$ cat config.mk
export PLATFORM = sky130hd
export DESIGN_NAME = cpupem_core_flat
export DESIGN_NICKNAME = d
export VERILOG_FILES = /design/src/rtl/cpupem_core_if.sv /design/src/rtl/cpupem_core.sv /design/src/flat_wrapper.sv
export SDC_FILE = /design/constraint.sdc
export NUM_CORES = 1
export LEC_CHECK = 0
export BUFFER_PORTS_ARGS = -buffer_cell sky130_fd_sc_hd__buf_2
export CAP_MARGIN = 20
export CORE_ASPECT_RATIO = 0.9
export CORE_UTILIZATION = 60
export DETAILED_ROUTE_END_ITERATION = 10
export MAX_ROUTING_LAYER = met4
export PLACE_DENSITY = 0.8
export SLEW_MARGIN = 20
export SYNTH_ARGS = -nofsm -noshare
export SYNTH_HDL_FRONTEND = slang
export SYNTH_SLANG_ARGS = --single-unit
$ cat constraint.sdc
create_clock -name clock -period 6.9 [get_ports clock]
set_input_delay 0.345 -clock clock [delete_from_list [all_inputs] [get_ports clock]]
set_output_delay 0.345 -clock clock [all_outputs]
set_load 0.005 [all_outputs]
$ cat src/rtl/cpupem_core_if.sv
// Program/debug port of cpupem_core. The board loader drives it as master.
// The core samples it as slave while idle or halted.
interface cpupem_core_if #(
  parameter int DATA_W = 8,
  parameter int ADDR_W = 4
);
  logic              prog_we;
  logic [ADDR_W-1:0] prog_addr;
  logic [DATA_W-1:0] prog_data;
  logic [DATA_W-1:0] dbg_rdata;

  modport master (output prog_we, prog_addr, prog_data, input dbg_rdata);
  modport slave  (input prog_we, prog_addr, prog_data, output dbg_rdata);
endinterface

$ cat src/rtl/cpupem_core.sv
// Accumulator CPU core: unified RAM, fetch/decode/execute FSM, Z/C flags, output port.
// Define CPUPEM_MUL_EN to make opcode 0xA a multiply; otherwise it executes as NOP.
module cpupem_core #(
  parameter int DATA_W = 8,
  parameter int ADDR_W = 4
) (
  input  logic              clock,
  input  logic              resetn,
  input  logic              start,
  cpupem_core_if.slave      prog,
  output logic              busy,
  output logic              halted,
  output logic [DATA_W-1:0] acc_out,
  output logic [ADDR_W-1:0] pc_out,
  output logic              flag_z,
  output logic              flag_c,
  output logic [DATA_W-1:0] out_port
);

  typedef enum logic [2:0] {IDLE, FETCH, DECODE, EXEC, HALT} state_t;
  typedef enum logic [3:0] {
    OP_NOP, OP_LDA, OP_STA, OP_ADD, OP_SUB, OP_AND, OP_OR,  OP_XOR,
    OP_NOT, OP_JMP, OP_MUL, OP_JZ,  OP_JC,  OP_LDI, OP_OUT, OP_HLT
  } opcode_t;

  state_t            state;
  logic [DATA_W-1:0] mem [2**ADDR_W];
  logic [DATA_W-1:0] q;
  logic [DATA_W-1:0] ir;
  opcode_t           opcode;
  logic [ADDR_W-1:0] opnd;
  logic              idle;

  logic [ADDR_W-1:0] rd_addr;
  logic [ADDR_W-1:0] wr_addr;
  logic [DATA_W-1:0] wr_data;
  logic              wr_en;

  logic [DATA_W-1:0] nxt_acc;
  logic              nxt_z;
  logic              nxt_c;
  logic              z_upd;
  logic              jump;
  logic [DATA_W:0]   sum;
  logic [DATA_W:0]   diff;
`ifdef CPUPEM_MUL_EN
  logic [2*DATA_W-1:0] prod;
`endif

  assign opcode = opcode_t'(ir[ADDR_W+3:ADDR_W]);
  assign opnd   = ir[ADDR_W-1:0];
  assign idle   = (state == IDLE) || (state == HALT);

  // DECODE addresses the operand straight from the RAM output, so EXEC sees it in q.
  always_comb begin
    rd_addr = prog.prog_addr;
    case (state)
      FETCH:   rd_addr = pc_out;
      DECODE:  rd_addr = q[ADDR_W-1:0];
      EXEC:    rd_addr = pc_out;
      default: rd_addr = prog.prog_addr;
    endcase
  end

  always_comb begin
    wr_en   = 1'b0;
    wr_addr = prog.prog_addr;
    wr_data = prog.prog_data;
    if (resetn) begin
      if (idle && prog.prog_we) begin
        wr_en = 1'b1;
      end else if (state == EXEC && opcode == OP_STA) begin
        wr_en   = 1'b1;
        wr_addr = opnd;
        wr_data = acc_out;
      end
    end
  end

  always_ff @(posedge clock) begin
    if (wr_en) mem[wr_addr] <= wr_data;
    q <= mem[rd_addr];
  end

  always_comb begin
    sum     = {1'b0, acc_out} + {1'b0, q};
    diff    = {1'b0, acc_out} - {1'b0, q};
`ifdef CPUPEM_MUL_EN
    prod    = {{DATA_W{1'b0}}, acc_out} * {{DATA_W{1'b0}}, q};
`endif
    nxt_acc = acc_out;
    nxt_c   = flag_c;
    z_upd   = 1'b0;
    jump    = 1'b0;
    case (opcode)
      OP_LDA: begin nxt_acc = q;                         z_upd = 1'b1; end
      OP_ADD: begin {nxt_c, nxt_acc} = sum;              z_upd = 1'b1; end
      OP_SUB: begin {nxt_c, nxt_acc} = diff;             z_upd = 1'b1; end
      OP_AND: begin nxt_acc = acc_out & q; nxt_c = 1'b0; z_upd = 1'b1; end
      OP_OR:  begin nxt_acc = acc_out | q; nxt_c = 1'b0; z_upd = 1'b1; end
      OP_XOR: begin nxt_acc = acc_out ^ q; nxt_c = 1'b0; z_upd = 1'b1; end
      OP_NOT: begin nxt_acc = ~acc_out;    nxt_c = 1'b0; z_upd = 1'b1; end
`ifdef CPUPEM_MUL_EN
      OP_MUL: begin nxt_acc = prod[DATA_W-1:0]; nxt_c = 1'b0; z_upd = 1'b1; end
`endif
      OP_LDI: begin nxt_acc = {{(DATA_W-ADDR_W){1'b0}}, opnd}; z_upd = 1'b1; end
      OP_JMP: jump = 1'b1;
      OP_JZ:  jump = flag_z;
      OP_JC:  jump = flag_c;
      default: ;
    endcase
    nxt_z = z_upd ? (nxt_acc == '0) : flag_z;
  end

  always_ff @(posedge clock) begin
    if (!resetn) begin
      state          <= IDLE;
      busy           <= 1'b0;
      halted         <= 1'b0;
      acc_out        <= '0;
      pc_out         <= '0;
      flag_z         <= 1'b0;
      flag_c         <= 1'b0;
      out_port       <= '0;
      ir             <= '0;
      prog.dbg_rdata <= '0;
    end else begin
      case (state)
        IDLE, HALT: begin
          prog.dbg_rdata <= mem[rd_addr];
          // A program write in the same cycle takes priority over start.
          if (start && !prog.prog_we) begin
            pc_out <= '0;
            state  <= FETCH;
            busy   <= 1'b1;
            halted <= 1'b0;
          end
        end
        FETCH: state <= DECODE;
        DECODE: begin
          ir     <= q;
          pc_out <= pc_out + ADDR_W'(1);
          state  <= EXEC;
        end
        EXEC: begin
          acc_out <= nxt_acc;
          flag_z  <= nxt_z;
          flag_c  <= nxt_c;
          if (opcode == OP_OUT) out_port <= acc_out;
          if (jump) pc_out <= opnd;
          if (opcode == OP_HLT) begin
            state  <= HALT;
            busy   <= 1'b0;
            halted <= 1'b1;
          end else begin
            state <= FETCH;
          end
        end
        default: state <= IDLE;
      endcase
    end
  end

endmodule
$ cat src/flat_wrapper.sv
// flat-port wrapper written by rule: the top's interface ports become plain ports
module cpupem_core_flat 
#(
  parameter int DATA_W = 8,
  parameter int ADDR_W = 4
)
  (clock, resetn, start, busy, halted, acc_out, pc_out, flag_z, flag_c, out_port, prog_prog_we, prog_prog_addr, prog_prog_data, prog_dbg_rdata);
  cpupem_core_if #(.DATA_W(DATA_W), .ADDR_W(ADDR_W)) prog_i ();
  input  logic clock;
  input  logic resetn;
  input  logic start;
  output logic busy;
  output logic halted;
  output logic [DATA_W-1:0] acc_out;
  output logic [ADDR_W-1:0] pc_out;
  output logic flag_z;
  output logic flag_c;
  output logic [DATA_W-1:0] out_port;
  input wire logic [$bits(prog_i.prog_we)-1:0] prog_prog_we;
  input wire logic [$bits(prog_i.prog_addr)-1:0] prog_prog_addr;
  input wire logic [$bits(prog_i.prog_data)-1:0] prog_prog_data;
  output wire logic [$bits(prog_i.dbg_rdata)-1:0] prog_dbg_rdata;
  assign prog_i.prog_we = prog_prog_we;
  assign prog_i.prog_addr = prog_prog_addr;
  assign prog_i.prog_data = prog_prog_data;
  assign prog_dbg_rdata = prog_i.dbg_rdata;
  cpupem_core #(.DATA_W(DATA_W), .ADDR_W(ADDR_W)) u_core (.clock(clock), .resetn(resetn), .start(start), .prog(prog_i), .busy(busy), .halted(halted), .acc_out(acc_out), .pc_out(pc_out), .flag_z(flag_z), .flag_c(flag_c), .out_port(out_port));
endmodule
# Yosys cells after proc, flatten, opt, wreduce, memory -nomap -nowiden
# Memory sizes are Yosys's and may differ from the RTL's.
# Index checks and enable logic that the tools add are counted.
[word_totals]
register_bits = 51
latch_bits = 0
mem_bits_rw = 128
romBits = 0
input_bits = 16
output_inout_bits = 32
wordCells = 87
memories = 1
[op_classes]
addsub = 3
n_mul = 0
div = 0
magnitude_cmp = 0
n_eq_ne = 21
shift = 0
n_mux = 28
n_bitwise = 4
reduce_logical = 19
[memory_table]
columns = ["memory", "depth", "word_bits", "read_ports", "rd_ports_with_merged_regs", "write_ports", "line", "rtl"]
rows = [
  ["u_core.mem", 16, 8, 1, 0, 1, "cpupem_core.sv:27", "logic [DATA_W-1:0] mem [2**ADDR_W];"],
]
[op_table]
columns = ["cell", "count"]
rows = [
  ["8-bit case mux with 8 select lines", 1],
  ["4-bit == test, second input constant", 7],
  ["8-bit 2-to-1 mux", 3],
  ["4-bit 2-to-1 mux", 5],
  ["4-bit by 3-bit == test with 1-bit output, second input constant", 4],
  ["3-bit case mux with 4 select lines", 1],
  ["4-bit case mux with 3 select lines", 1],
  ["1-bit 2-to-1 mux", 10],
  ["8-bit by 8-bit adder with 9-bit output", 1],
  ["8-bit by 8-bit subtractor with 9-bit output", 1],
  ["8-bit bitwise AND", 1],
  ["4-bit by 2-bit == test with 1-bit output, second input constant", 2],
  ["8-bit logical NOT", 1],
  ["8-bit NOT", 1],
  ["8-bit OR", 1],
  ["4-bit case mux with 2 select lines", 1],
  ["8-bit OR reduction", 1],
  ["8-bit bitwise XOR", 1],
  ["3-bit by 2-bit == test with 1-bit output, second input constant", 2],
  ["3-bit 2-to-1 mux", 2],
  ["1-bit case mux with 3 select lines", 2],
  ["2-bit AND reduction", 3],
  ["3-bit AND reduction", 2],
  ["3-bit nonzero test", 2],
  ["14 further kinds", 19],
]

# Logic depth before layout (Yosys ltp)
# Gate-level depths: netlist of the first run.
[depth]
word_depth = 7
depth_mapped = 11
ltp_nobuf = 10

# Worst setup path before layout of the first run
# OpenSTA, ideal clock, no wires.
[synth_path]
kind = "flip-flop to flip-flop"
start = "register u_core.acc_out[0]"
end = "register u_core.flag_z"
arrival_ns = 2.488
setup_slack_ns = 4.354
stages_incl_launch_ff = 12
cell_sequence = "dfxtp_1 -> clkbuf_1 -> inv_1 -> ha_1 -> fa_1 -> o21bai_1 -> a21oi_1 -> o31ai_1 -> o32a_1 -> a32oi_1 -> nor4_1 -> a21o_1"
[synth_via]
elab_chain_len = 3
[synth_rtl]
columns = ["element", "line", "rtl"]
rows = [
  ["start: declaration", "cpupem_core.sv:13", "output logic [DATA_W-1:0] acc_out,"],
  ["start signal: assignment", "cpupem_core.sv:146", "acc_out <= nxt_acc;"],
  ["8-bit by 8-bit subtractor with 9-bit output, or another cell as far along", "cpupem_core.sv:87", "diff = {1'b0, acc_out} - {1'b0, q};"],
  ["8-bit case mux with 8 select lines (*)", "cpupem_core.sv:95", "case (opcode)"],
  ["8-bit logical NOT (*)", "cpupem_core.sv:112", "nxt_z = z_upd ? (nxt_acc == '0) : flag_z;"],
  ["end signal: assignment", "cpupem_core.sv:147", "flag_z <= nxt_z;"],
  ["end: declaration", "cpupem_core.sv:15", "output logic flag_z,"],
]
# Every way passes the cells marked *; elsewhere a longest branch is shown, timed or not.
# A chain may end at the register's enable or synchronous reset.

# Worst setup path in the final report of the first run
[layout_path]
start = "register u_core.state[1]"
end = "memory u_core.mem[14][1], enable pin"
[layout_via]
elab_chain_len = 7
[layout_rtl]
columns = ["element", "line", "rtl"]
rows = [
  ["start: declaration", "cpupem_core.sv:26", "state_t state;"],
  ["start signal: assignment", "cpupem_core.sv:117", "state <= IDLE;"],
  ["start signal: assignment", "cpupem_core.sv:134", "state <= FETCH;"],
  ["start signal: assignment", "cpupem_core.sv:139", "FETCH: state <= DECODE;"],
  ["3-bit by 2-bit == test with 1-bit output, or another cell as far along", "cpupem_core.sv:72", "end else if (state == EXEC && opcode == OP_STA) begin"],
  ["1-bit logical AND or 1-bit logical OR (tied branches)", "cpupem_core.sv:72, cpupem_core.sv:52", ""],
  ["1-bit 2-to-1 mux or 1-bit logical AND (tied branches)", "cpupem_core.sv:72, cpupem_core.sv:70", ""],
  ["1-bit 2-to-1 mux", "cpupem_core.sv:70", "if (idle && prog.prog_we) begin"],
  ["1-bit 2-to-1 mux", "cpupem_core.sv:69", "if (resetn) begin"],
  ["1-bit 2-to-1 mux", "cpupem_core.sv:81", "if (wr_en) mem[wr_addr] <= wr_data;"],
  ["1-bit 2-to-1 mux (implied by the code)", "cpupem_core.sv:81", ""],
  ["end: declaration", "cpupem_core.sv:27", ""],
]
# Parallel ways exist; a longest one is shown, timed or not.

==> out/qor.yml, run 1 <==
timing:
  fin_skew_ns: 0.0104
  hold_viol_final: 0
  fmax_mhz: 250
  fin_crit_sh_pct: 58.0
  fin_setup_tns_ns: 0
  final-setup-viol-count: 0
  max_slew_margin_pct: 31.3
  setup_ws_ns: 2.90
  tightest_slew_ns: 1.03
  rsz0062_at_grt: "false"
  drv_slew: 0
  fin_crit_ns: 4.00
finish:
  layout_commonest_cell: "edfxtp_1"
  layout-drive-gt1-share_pct: 17.5
  final_cell_mix: "edfxtp_1, nand2_1, nor2_1"
  final_cell_area_mm2: 0.00966
  area_growth_pct: 11.5
  nets: 777
  diodes: 0
  nFillCells: 1014
power:
  clockPowerShare_pct: 33.9
  power_frac_comb_pct: 22.7
  power_frac_seq_pct: 43.5
  p_leak_nw: 3.40
  total_power_mw: 2.95
  ir_drop_v: 0.000253
  swShare_pct: 31.3
  switchingPower_mw: 0.925
  p_per_area_mw_per_mm2: 306
  p_int_mw: 2.03
floorplan:
  fp.dieW_um: 129
  die-height_um: 116
  dieArea_mm2: 0.0149
  core-area_mm2: 0.0141
  std_cell_rows: 41
  pin_count: 48
  start_util_pct: 61.6
grt:
  grt_pass1_wl_um: 35000
  grt_util_all_layers_pct: 34.1
  grt_pass1_vias: 5950
  grt_max_degree: 39
  grt.overflow.total: 0
  antenna_found_initial: 0
routing:
  drtPass1Iterations: 5
  wl_per_cell_um: 24.3
  final_antenna_net_count: 0
  wl_um: 22800
  drc_errors: 0
  post_drt_via_cell_ratio: 6.73
  dr.first_iter.drc_count: 993
  vias: 6328
critical_path:
  critical_path_class: "reg -> reg"
  startpoint_type: "flip-flop"
  critPathBufInv: 0
  max_stage_delay_ns: 0.95
  crit_required_ns: 6.96
  timing.critical_path.mode_cell: "nor2_1"
  crit_chain: "nor2b_1, and2_1, nand4_1, nor2_1, a22oi_1, nor2_1"
  crit_family: "simple AND/OR/NAND/NOR gates"
  cp_data_arrival_time_ns: 4.07
  cp_max_fo: 26
  crit_path_top_delay_cell: "nand4_1"
  end_kind: "flip-flop"
placement:
  gp_congestion: 0.957
  placed_cell_area_mm2: 0.00903
  dp_hpwl_um: 15400
  detailedPlace.worstSlack_ns: 3.06
  port_buffers: 47
clocking:
  cts_buffers: 17
  clk_pin_slew_ns: 0.07
  cts_tree: "built"
  post_cts_resize_count: 0
  numClockSinks: 179
  post_cts_buffers: 0
  htreeDepth: 4
  cts_buffer_depth: 2
  cts_hold_buf: 0
  cts_root_buf: "clkbuf_16"
  clk_latency_ns: 0.43
synthesis:
  async_reset_ff_share_pct: 0
  synth_ff_type: "edfxtp_1"
  yosysSeqAreaShare_pct: 56.2
  synth.distinct_cells: 67
  avgSynthCellArea_um2: 12.4
  synth-edff-count: 128
  postSynthCellCount: 698
  ys_seq_elements: 179
  synth_fp_nets: 741
  synth_warnings: 0
  syn-cell-area_mm2: 0.00866
outcome:
  status: "complete, no violations"
worst_hold_path:
  hold_class: "in -> reg"
run:
  cap_violations: 0
## worst min-delay path, stage by stage
cell      delay [ns]
buf_2           0.08
nand2b_1        0.10
nand3_1         0.10
a21oi_1         0.07
## flip-flops by register name (all words and copies together), names as in the netlist
signal,cells
u_core.flag_c,1
u_core.mem,128
u_core.ir,8
u_core.state,3
u_core.pc_out,4
u_core.flag_z,1
u_core.out_port,8
u_core.q,8
u_core.halted,1
u_core.busy,1
u_core.prog.dbg_rdata,8
u_core.acc_out,8
## cell families after synthesis
group | count (synthesis) | synth area share, %
compound gates | 151 | 11.9
mux | 72 | 13.1
buf+inv | 77 | 3.93
fa+ha+maj | 27 | 4.07
simple gates | 188 | 10.4
xor+xnor | 4 | 0.404
flops | 179 | 56.2
## area by class of cell
type | count | area (um^2) | area share (%)
tap | 193 | 241 | 2.50
sequential | 179 | 4860 | 50.4
inverter | 34 | 128 | 1.32
timing repair buffer | 60 | 333 | 3.45
clock buffer | 18 | 429 | 4.44
multi-input combinational | 442 | 3480 | 36.0
clock inverter | 14 | 184 | 1.90
## power by group through the flow
stage | combinational [mW] | sequential (mW) | clock (mW)
after floorplan | 0.487 | 1.27 | 0
after global placement | 0.630 | 1.30 | 0
after detailed placement | 0.647 | 1.30 | 0
after CTS | 0.655 | 1.28 | 1.01
after global routing | 0.722 | 1.29 | 1.05
final | 0.669 | 1.28 | 1.00
## stage by stage
step           hold slack [ns]  std cells  util, %
2_1_floorplan            0.449        698        -
3_3_place_gp             0.445        908     64.3
3_5_place_dp             0.457        908     64.3
4_1_cts                  0.288        940     68.6
5_1_grt                  0.305        940     68.7
6_report                 0.316        940     68.7
## final timing paths
check,startpoint,end,slack (ns),cells after the start
min,start,u_core.state[2],0.32,4
min reg2reg,u_core.prog.dbg_rdata[6],u_core.prog.dbg_rdata[6],0.47,2
max reg2reg,u_core.state[1],u_core.mem[14][1],2.90,6
max,u_core.state[1],u_core.mem[14][1],2.90,6
## per-layer routing
metal | global-route usage, % | part of all wire, % | up-vias
li1 | - | - | 2727
met1 | 45.1 | 40 | 3041
met2 | 50.2 | 46 | 464
met3 | 8.45 | 11 | 96
met4 | 14.8 | 4.0 | 0
met5 | - | 0 | -
## cell usage after synthesis (3+ instances only)
master / n / share of area (%)
a22oi_1: 7 / 0.61
nand2b_1: 6 / 0.43
nor3b_1: 4 / 0.35
o221ai_1: 4 / 0.40
buf_2: 16 / 0.92
o21ai_0: 26 / 1.5
buf_6: 4 / 0.52
a21oi_1: 46 / 2.7
nand3_1: 15 / 0.87
o32a_1: 3 / 0.35
o21a_1: 4 / 0.35
nand2_1: 57 / 2.5
o211ai_1: 3 / 0.26
buf_1: 4 / 0.17
xnor2_1: 4 / 0.40
nor3_1: 17 / 0.98
edfxtp_1: 128 / 44
nor4_1: 5 / 0.36
mux4_2: 33 / 8.6
nor2b_1: 5 / 0.36
a31oi_1: 8 / 0.58
mux2i_1: 39 / 4.5
a211oi_1: 8 / 0.69
ha_1: 25 / 3.6
o2bb2ai_1: 12 / 1.2
dfxtp_1: 51 / 12
nor2_1: 54 / 2.3
and3_1: 6 / 0.43
inv_1: 31 / 1.3
a32oi_1: 4 / 0.40
clkbuf_1: 18 / 0.78
clkinv_1: 3 / 0.13
Note: power is estimated with default switching activity, not from simulation.
==> inputs of run 2 (changes only) <==
CORE_UTILIZATION = 55   (was 60)
PLACE_DENSITY = 0.77   (was 0.8)
clock period = 3.5 ns   (was 6.9 ns; I/O delays follow)
==> run 2 against run 1 <==
Effect of this change: critical path depth unchanged; flip-flop and latch count unchanged; count of clock-buffer cells in the layout unchanged; largest cell class unchanged; critical endpoint is now u_core.mem[13][5].
==> out/qor.yml, run 2 (synthesized netlist as in run 1, its figures left out) <==
power:
  clockPowerShare_pct: 33.1  # -0.8 points
  swShare_pct: 31.1  # -0.26 points
  ir_drop_v: 0.000394  # +56%
  switchingPower_mw: 1.82  # +96%
  total_power_mw: 5.84  # +98%
  power_frac_comb_pct: 23.6  # +0.9 points
  power_frac_seq_pct: 43.3  # -0.2 points
  p_int_mw: 4.03  # +99%
  p_leak_nw: 3.51  # +3.2%
  p_per_area_mw_per_mm2: 595  # +94%
grt:
  grt_pass1_wl_um: 35900  # +2.6%
  antenna_found_initial: 0  # unchanged
  grt_util_all_layers_pct: 31.9  # -2.1 points
  grt_max_degree: 34  # -13%
  grt.overflow.total: 0  # unchanged
  grt_pass1_vias: 6040  # +1.5%
timing:
  fin_skew_ns: 0.00954  # -0.000839 ns
  fin_crit_sh_pct: 85.9  # +28 points
  drv_slew: 0  # unchanged
  holdWs_ns: 0.143  # -0.173 ns
  fin_setup_tns_ns: 0  # unchanged
  fmax_mhz: 332  # +33%
  final-setup-viol-count: 0  # unchanged
  max_slew_margin_pct: 26.8  # -4.4 points
  tightest_slew_ns: 1.10  # +0.0642 ns
  fin_crit_ns: 3.01  # -0.996 ns
  hold_viol_final: 0  # unchanged
  rsz0062_at_grt: "false"
clocking:
  numClockSinks: 179  # unchanged
  clk_latency_ns: 0.44  # about the same
  cts_tree: "built"
  cts_root_buf: "clkbuf_16"
  clk_pin_slew_ns: 0.07  # about the same
  htreeDepth: 4  # unchanged
  post_cts_buffers: 0  # unchanged
  cts_buffers: 17  # unchanged
  cts_buffer_depth: 2  # unchanged
  cts_hold_buf: 0  # unchanged
  post_cts_resize_count: 0  # unchanged
critical_path:
  critPathBufInv: 0  # unchanged
  startpoint_type: "flip-flop"
  crit_required_ns: 3.55  # -3.41 ns
  crit_chain: "nor2b_1, and2_1, nand4_1, nor2_1, a22oi_1, nor2_1"
  crit_path_top_delay_cell: "nor2_1"
  max_stage_delay_ns: 0.77  # -0.18 ns
  end_kind: "flip-flop"
  crit_family: "simple AND/OR/NAND/NOR gates"
  cp_max_fo: 11  # -58%
  critical_path_class: "reg -> reg"
  timing.critical_path.mode_cell: "nor2_1"
  cp_data_arrival_time_ns: 3.06  # -1.01 ns
routing:
  routedLengthMet1_um: 10100  # +12%
  vias: 6303  # -0.40%
  wl_um: 24000  # +5.4%
  dr.first_iter.drc_count: 744  # -25%
  post_drt_via_cell_ratio: 6.50  # -3.5%
  wl_per_cell_um: 24.8  # +2.1%
  dr_wl_met3_um: 1940  # -19%
  final_antenna_net_count: 0  # unchanged
  drtPass1Iterations: 5  # unchanged
  top_layer_used: "met4"
  drc_errors: 0  # unchanged
  wl_met2_um: 11200  # +7.4%
placement:
  place_inst: 938  # +3.3%
  port_buffers: 47  # unchanged
  dp_hpwl_um: 17000  # +10%
  placed_cell_area_mm2: 0.00923  # +2.1%
  gp_congestion: 1.00  # +4.8%
floorplan:
  start_util_pct: 56.3  # -5.3 points
  pin_count: 48  # unchanged
  std_cell_rows: 43  # +4.9%
  die-height_um: 121  # +4.4%
  core-area_mm2: 0.0154  # +9.5%
  fp.dieW_um: 134  # +4.4%
  dieArea_mm2: 0.0163  # +8.9%
outcome:
  status: "complete, no violations"
finish:
  largest_reg_flops: 128  # unchanged
  final_cell_area_mm2: 0.00982  # +1.7%
  top_register: "u_core.mem"
  stdcell_count: 970  # +3.2%
  diodes: 0  # unchanged
  layout-drive-gt1-share_pct: 19.8  # +2.3 points
  nets: 798  # +2.7%
  final_cell_mix: "edfxtp_1, nand2_1, nor2_1"
  layout_commonest_cell: "edfxtp_1"
  area_growth_pct: 13.4
  nFillCells: 1196  # +18%
run:
  cap_violations: 0  # unchanged
worst_hold_path:
  hold_class: "in -> reg"
## run 2: cell count changes in the layout (fill, tap and decap cells not counted), moves of 2 or more
cell / previous run / this run
buf_4: 13 / 32
clkinv_2: 0 / 3
inv_6: 5 / 2
buf_12: 0 / 2
inv_8: 2 / 4
## run 2: worst paths after layout
path                        start                end  slack [ns]  cells after the start
hold reg to reg     u_core.halted      u_core.halted        0.47                      2
setup / recovery  u_core.state[1]  u_core.mem[13][5]        0.49                      6
setup reg to reg  u_core.state[1]  u_core.mem[13][5]        0.49                      6
hold / removal              start    u_core.state[2]        0.14                      4
## run 2: final cells by class
type                       count  area (um^2)  share of cell area [%]
clock buffer                  18          429                    4.37
clock inverter                14          170                    1.73
inverter                      34          128                    1.30
multi-input combinational    442         3460                    35.3
sequential                   179         4860                    49.5
tap                          202          253                    2.57
timing repair buffer          81          515                    5.25
## run 2: tightest hold or removal path, cell delays in order
cell and delay, ns:
buf_2 0.08, nand2b_1 0.10, nand3_1 0.10, a21oi_1 0.07
## run 2: metrics by stage
stage	util [%]	setup slack, ns
6_report	63.8	0.492
5_1_grt	63.8	0.334
3_5_place_dp	60.0	0.599
3_3_place_gp	59.9	0.467
4_1_cts	63.8	0.580
2_1_floorplan	-	0.954
## run 2: power by group through the flow
| stage | combinational (mW) | sequential (mW) | clock (mW) |
|---|---|---|---|
| after detailed placement | 1.35 | 2.57 | 0 |
| after global routing | 1.47 | 2.54 | 2.03 |
| after floorplan | 0.960 | 2.50 | 0 |
| final | 1.38 | 2.53 | 1.93 |
| after CTS | 1.36 | 2.52 | 1.95 |
| after global placement | 1.34 | 2.56 | 0 |
## run 2: layer usage
layer | vias up | track usage [%]
li1 | 2757 | -
met5 | - | -
met4 | 0 | 12.4
met1 | 3112 | 43.8
met2 | 369 | 47.6
met3 | 65 | 5.81
